[src/rtl/mac_stop_mult_lanes.sv]
// rtl/mac_stop_mult_lanes.sv - multi-lane matrix product stage with 2-entry output queue
// Walks A (MxK) and B (KxN), emitting LANES products per beat ahead of the accumulator.
module mac_stop_mult_lanes #(
  parameter int M     = 2,
  parameter int K     = 2,
  parameter int N     = 4,
  parameter int LANES = 2,
  parameter int DW    = 16,
  localparam int PW   = 2 * DW,
  localparam int AW_M = (M > 1) ? $clog2(M) : 1,
  localparam int AW_K = (K > 1) ? $clog2(K) : 1,
  localparam int AW_N = (N > 1) ? $clog2(N) : 1
) (
  input  logic                  clk,
  input  logic                  resetn,
  input  logic                  start,
  input  logic                  is_signed,
  input  logic                  hold,
  output logic                  busy,
  output logic                  done,
  output logic                  a_re,
  output logic [AW_M-1:0]       a_row_addr,
  output logic [AW_K-1:0]       a_col_addr,
  output logic                  b_re,
  output logic [AW_K-1:0]       b_row_addr,
  output logic [AW_N-1:0]       b_col_addr,
  input  logic [DW-1:0]         data_in_a,
  input  logic [LANES*DW-1:0]   data_in_b,
  output logic                  prod_valid,
  input  logic                  prod_ready,
  output logic [LANES*PW-1:0]   prod_data,
  output logic [AW_M-1:0]       prod_row,
  output logic [AW_N-1:0]       prod_col,
  output logic [AW_K-1:0]       prod_k,
  output logic                  prod_last_k,
  output logic                  prod_last
);

  localparam int G    = N / LANES;
  localparam int AW_G = (G > 1) ? $clog2(G) : 1;
  localparam int EW   = LANES * PW + AW_M + AW_N + AW_K + 2;

  typedef enum logic [1:0] {IDLE, RUN, DRAIN} state_t;

  state_t            state;
  logic              mode;
  logic [AW_M-1:0]   r;
  logic [AW_G-1:0]   g;
  logic [AW_K-1:0]   k;
  logic [AW_N-1:0]   col_base;
  logic              last_beat;
  logic              issue;
  logic              pop;
  logic              push;

  logic              inflight;
  logic [AW_M-1:0]   fl_r;
  logic [AW_N-1:0]   fl_col;
  logic [AW_K-1:0]   fl_k;
  logic              fl_last;

  logic [1:0]        cnt;
  logic [EW-1:0]     q0;
  logic [EW-1:0]     q1;
  logic [EW-1:0]     new_e;
  logic [LANES*PW-1:0] prod_vec;

  function automatic logic [PW-1:0] ext(input logic [DW-1:0] v, input logic s);
    return {{(PW - DW){s & v[DW-1]}}, v};
  endfunction

  assign col_base  = AW_N'(32'(g) * LANES);
  assign last_beat = (r == AW_M'(M - 1)) && (g == AW_G'(G - 1)) && (k == AW_K'(K - 1));
  assign pop       = (cnt != 2'd0) && prod_ready;
  assign push      = inflight;

  // Reserve a queue slot for every read in flight so a stalled consumer never loses a beat.
  assign issue = (state == RUN) && !hold &&
                 (({1'b0, cnt} + {2'b0, inflight} - {2'b0, pop}) < 3'd2);

  assign a_re       = issue;
  assign b_re       = issue;
  assign a_row_addr = r;
  assign a_col_addr = k;
  assign b_row_addr = k;
  assign b_col_addr = col_base;
  assign busy       = (state != IDLE);
  assign prod_valid = (cnt != 2'd0);
  assign {prod_data, prod_row, prod_col, prod_k, prod_last_k, prod_last} = q0;

  // Truncating a PW x PW product to PW bits gives the exact DW x DW result in either mode.
  always_comb begin
    prod_vec = '0;
    for (int i = 0; i < LANES; i++) begin
      prod_vec[i*PW +: PW] = ext(data_in_a, mode) * ext(data_in_b[i*DW +: DW], mode);
    end
  end

  assign new_e = {prod_vec, fl_r, fl_col, fl_k, (fl_k == AW_K'(K - 1)), fl_last};

  always_ff @(posedge clk or negedge resetn) begin
    if (!resetn) begin
      state    <= IDLE;
      mode     <= 1'b0;
      r        <= '0;
      g        <= '0;
      k        <= '0;
      done     <= 1'b0;
      inflight <= 1'b0;
      fl_r     <= '0;
      fl_col   <= '0;
      fl_k     <= '0;
      fl_last  <= 1'b0;
      cnt      <= 2'd0;
      q0       <= '0;
      q1       <= '0;
    end else begin
      done     <= 1'b0;
      inflight <= issue;
      if (issue) begin
        fl_r    <= r;
        fl_col  <= col_base;
        fl_k    <= k;
        fl_last <= last_beat;
      end

      case (state)
        IDLE: begin
          if (start) begin
            mode  <= is_signed;
            r     <= '0;
            g     <= '0;
            k     <= '0;
            state <= RUN;
          end
        end
        RUN: begin
          if (issue) begin
            if (last_beat) state <= DRAIN;
            if (k == AW_K'(K - 1)) begin
              k <= '0;
              if (g == AW_G'(G - 1)) begin
                g <= '0;
                r <= (r == AW_M'(M - 1)) ? '0 : r + 1'b1;
              end else begin
                g <= g + 1'b1;
              end
            end else begin
              k <= k + 1'b1;
            end
          end
        end
        DRAIN: begin
          if (pop && prod_last) begin
            state <= IDLE;
            done  <= 1'b1;
          end
        end
        default: state <= IDLE;
      endcase

      case ({push, pop})
        2'b10: begin
          if (cnt == 2'd0) q0 <= new_e;
          else             q1 <= new_e;
          cnt <= cnt + 2'd1;
        end
        2'b01: begin
          q0  <= q1;
          cnt <= cnt - 2'd1;
        end
        2'b11: begin
          if (cnt == 2'd1) begin
            q0 <= new_e;
          end else begin
            q0 <= q1;
            q1 <= new_e;
          end
        end
        default: ;
      endcase
    end
  end

endmodule

[config.mk]
export PLATFORM = sky130hd
export DESIGN_NAME = mac_stop_mult_lanes
export DESIGN_NICKNAME = d
export VERILOG_FILES = /design/src/rtl/mac_stop_mult_lanes.sv
export SDC_FILE = /design/constraint.sdc
export NUM_CORES = 2
export LEC_CHECK = 0
export ABC_AREA = 1
export CELL_PAD_IN_SITES_DETAIL_PLACEMENT = 0
export CELL_PAD_IN_SITES_GLOBAL_PLACEMENT = 1
export CORE_MARGIN = 5
export CORE_UTILIZATION = 40
export CTS_BUF_LIST = sky130_fd_sc_hd__clkbuf_8
export CTS_CLUSTER_DIAMETER = 150
export DETAILED_ROUTE_END_ITERATION = 10
export PLACE_DENSITY_LB_ADDON = 0.08
export SLEW_MARGIN = 0
export SYNTH_ARGS = -nofsm -noshare
export SYNTH_HDL_FRONTEND = slang
export SYNTH_SLANG_ARGS = --single-unit
[constraint.sdc]
create_clock -name clk -period 7 [get_ports clk]
set_clock_uncertainty 0.05 [all_clocks]
set_input_delay 0.7 -clock clk [delete_from_list [all_inputs] [get_ports clk]]
set_output_delay 0.7 -clock clk [all_outputs]
set_load 0.02 [all_outputs]
==> impl_metrics.csv <==
group,metric,value,unit
worst_setup_path,regToRegEndpoint,"q1[29]",
yosys,synth_adder_area_share,0.461,
timing,clock.fmax,0.156,GHz
die,ioPinCount,134,
grt,grt_pass1_wl,138000,um
timing,setup_tns,0,ns
grt,grt_max_degree,83,
worst_setup_path,timing.rr.start,"mode",
worst_setup_path,cp_data_required_time,7.35,ns
grt,grt_use_total,0.223,
drt,vias,23000,
yosys,syn_area,29200,sq um
grt,grt_pass1_vias,25200,
grt,busiest_layer,"met2",
clock_network,cts_resized,0,
worst_setup_path,cp-start-kind,"input port",
drt,dr.first_iter.drc_count,1169,
worst_setup_path,cp.arrival,6.76,ns
timing,tightest_slew,1.01,ns
yosys,synth_top_family_by_area,"adder cells",
worst_setup_path,cp-endpoint,"q0[64]",
worst_setup_path,rr_worst_depth,25,
timing,slew_headroom,0.323,
worst_setup_path,end_kind,"flop",
clock_network,clockBufferDepth,2,
place,dpl.hpwl,68900,um
drt,wl,83600,um
clock_network,cts_root_buf,"clkbuf_8",
yosys,syn_area_per_cell,7.69,sq um
timing,fin_crit_sh,0.915,
drt,wire_per_inst,17.0,um
clock_network,post_cts_buffers,0,
finish,n_antenna_cell,0,
timing,finalSetupViolCount,0,
yosys,yosys_warnings,0,
die,die_h,280,um
yosys,synth_simple_gate_area_share,0.190,
worst_setup_path,critPathLaunch,"data_in_b[21]",
drt,vias_per_cell,4.70,
yosys,async_flop_share,1.00,
finish,drive_gt1_frac,0.0636,
job,drv_cap,0,
finish,filler_cell_count,7556,
hold_path,min-delay-path-class,"in -> async",
die,die_w,280,um
drt,final_antenna_net_count,0,
yosys,synthDistinctLibCells,45,
place,port-buffer-count,131,
drt,drc,0,
yosys,synthMuxAreaShare,0.000386,
clock_network,cts_made_buffers,17,
timing,final-hold-violation-count,0,
timing,timing.final.crit_period,6.41,ns
grt,grtUsageMet3,0.0203,
clock_network,cts_hold_buf,0,
yosys,synth_ff_type,"dfrtp_1",
die,initial_core_util,0.402,
die,core_region_area,72600,sq um
finish,nNetsFinal,4721,
grt,antenna_found_initial,1,
worst_setup_path,worst-r2r-setup-slack,0.74,ns
yosys,postSynthCellCount,3790,
grt,use_met2,0.422,
clock_network,clk_pin_slew,0.12,ns
clock_network,clock_latency,0.49,ns
yosys,synth_compound_area_frac,0.0518,
yosys,synth_edf_count,0,
finish,syn_to_final_growth,13.3,%
clock_network,clock_sink_count,150,
place,gp_congestion,0.868,
yosys,synth-xor-area-share,0.00721,
yosys,synth_seq_area_share,0.129,
die,num_rows,99,
worst_setup_path,critPathMaxFanout,9,
grt,overflow,0,
timing,final_max_slew_viol_count,0,
grt,use_met1,0.281,
yosys,ys_ff_latch,150,
clock_network,cts_max_level,4,
die,die_area,78400,sq um
worst_setup_path,crit_type,"in -> reg",
clock_network,cts_tree,"built",
run_status,status,"completed",
timing,rsz0062_at_grt,"false",
drt,first_pass_iters,6,
## placed cells by master (no fill, tap or decap), drive strengths merged, types with 18 or more instances in the layout
master and count:
a21oi 85, a31oi 46, buf 176, clkdlybuf4s50 129, dfrtp 150, fa 565, ha 170, inv 1063
nand2 985, nand3 131, nand3b 21, nand4 19, nor2 161, o21ai 135, or2 18
## cells in the mapped netlist, drive strengths merged (25+ instances only)
cell       n  area [sq um]
a21oi     85           440
a31oi     46           288
buf       25           133
clkbuf   158           593
dfrtp    150          3750
fa       565         11300
ha       170          2130
inv     1054          3960
nand2    985          3720
nand3    131           666
nor2     161           607
o21ai    135           679
## how the worst min path moves through the flow
stage | startpoint | end | slack [ns] | cells after the start
after detailed placement | q1[5] | q1[5] | 0.41 | 2
after CTS | resetn | q0[9] | 0.20 | 1
after floorplan | resetn | a_col_addr | 0.35 | 0
final | resetn | q0[10] | 0.18 | 1
after global routing | resetn | q0[10] | 0.20 | 1
after global placement | q1[57] | q1[57] | 0.41 | 2
## cell type report
type | instances | area [sq um] | share of cell area
timing repair buffer | 305 | 2960 | 0.0898
clock buffer | 17 | 234 | 0.00709
inverter | 1057 | 3970 | 0.120
multi-input combinational | 2401 | 20700 | 0.628
tap | 959 | 1200 | 0.0363
sequential | 150 | 3750 | 0.114
clock inverter | 15 | 174 | 0.00527
## registers in the layout, indices dropped and copies added (netlist names)
name        count
q0             68
q1             68
cnt             2
state           2
a_col_addr      1
a_row_addr      1
done            1
fl_col          1
fl_k            1
fl_last         1
fl_r            1
g               1
inflight        1
mode            1
## kinds of logic (layout without fill, tap and decap cells)
kind of cell,count (synthesis),in the layout
adders and majority gates,735,735
xor gates and xnor gates,24,24
muxes,1,1
and+or+nand+nor,1360,1360
AOI/OAI and AO/OA,279,279
DFF,150,150
other,1,2
buffers and inverters,1240,1394
## worst max-delay path, stage by stage
cell             delay [ns]
clkdlybuf4s50_1        0.73
buf_4                  0.31
nand2_1                0.06
inv_1                  0.05
fa_1                   0.53
inv_1                  0.05
fa_1                   0.45
fa_1                   0.51
inv_1                  0.05
fa_1                   0.51
fa_1                   0.51
inv_1                  0.05
fa_1                   0.47
inv_1                  0.04
ha_1                   0.28
a21oi_1                0.26
buf_4                  0.16
a21boi_0               0.29
nor2_1                 0.09
o21ai_0                0.22
nand3_1                0.10
nand2_1                0.09
nand3_1                0.07
a21oi_1                0.15
## metrics by stage
stage / cell area [sq um] / hold slack [ns] / setup WS, ns / util / instances
after CTS: 33000 / 0.196 / 0.575 / 0.455 / 4904
after global placement: 32600 / 0.409 / -0.0328 / 0.449 / 4872
final: 33000 / 0.177 / 0.593 / 0.455 / 4904
after detailed placement: 32600 / 0.409 / 0.0738 / 0.449 / 4872
after floorplan: 29200 / 0.354 / 0.733 / - / 3791
after global routing: 33000 / 0.203 / 0.193 / 0.455 / 4904
## metal layers
layer	part of all wire	routed length (um)
met1	0.42	35500
met2	0.54	44800
met3	0.022	1850
met4	0.016	1370
met5	0.00016	13
Power is not shown: default switching activity piles up to over one toggle a cycle in this logic, so the estimate is an artifact.
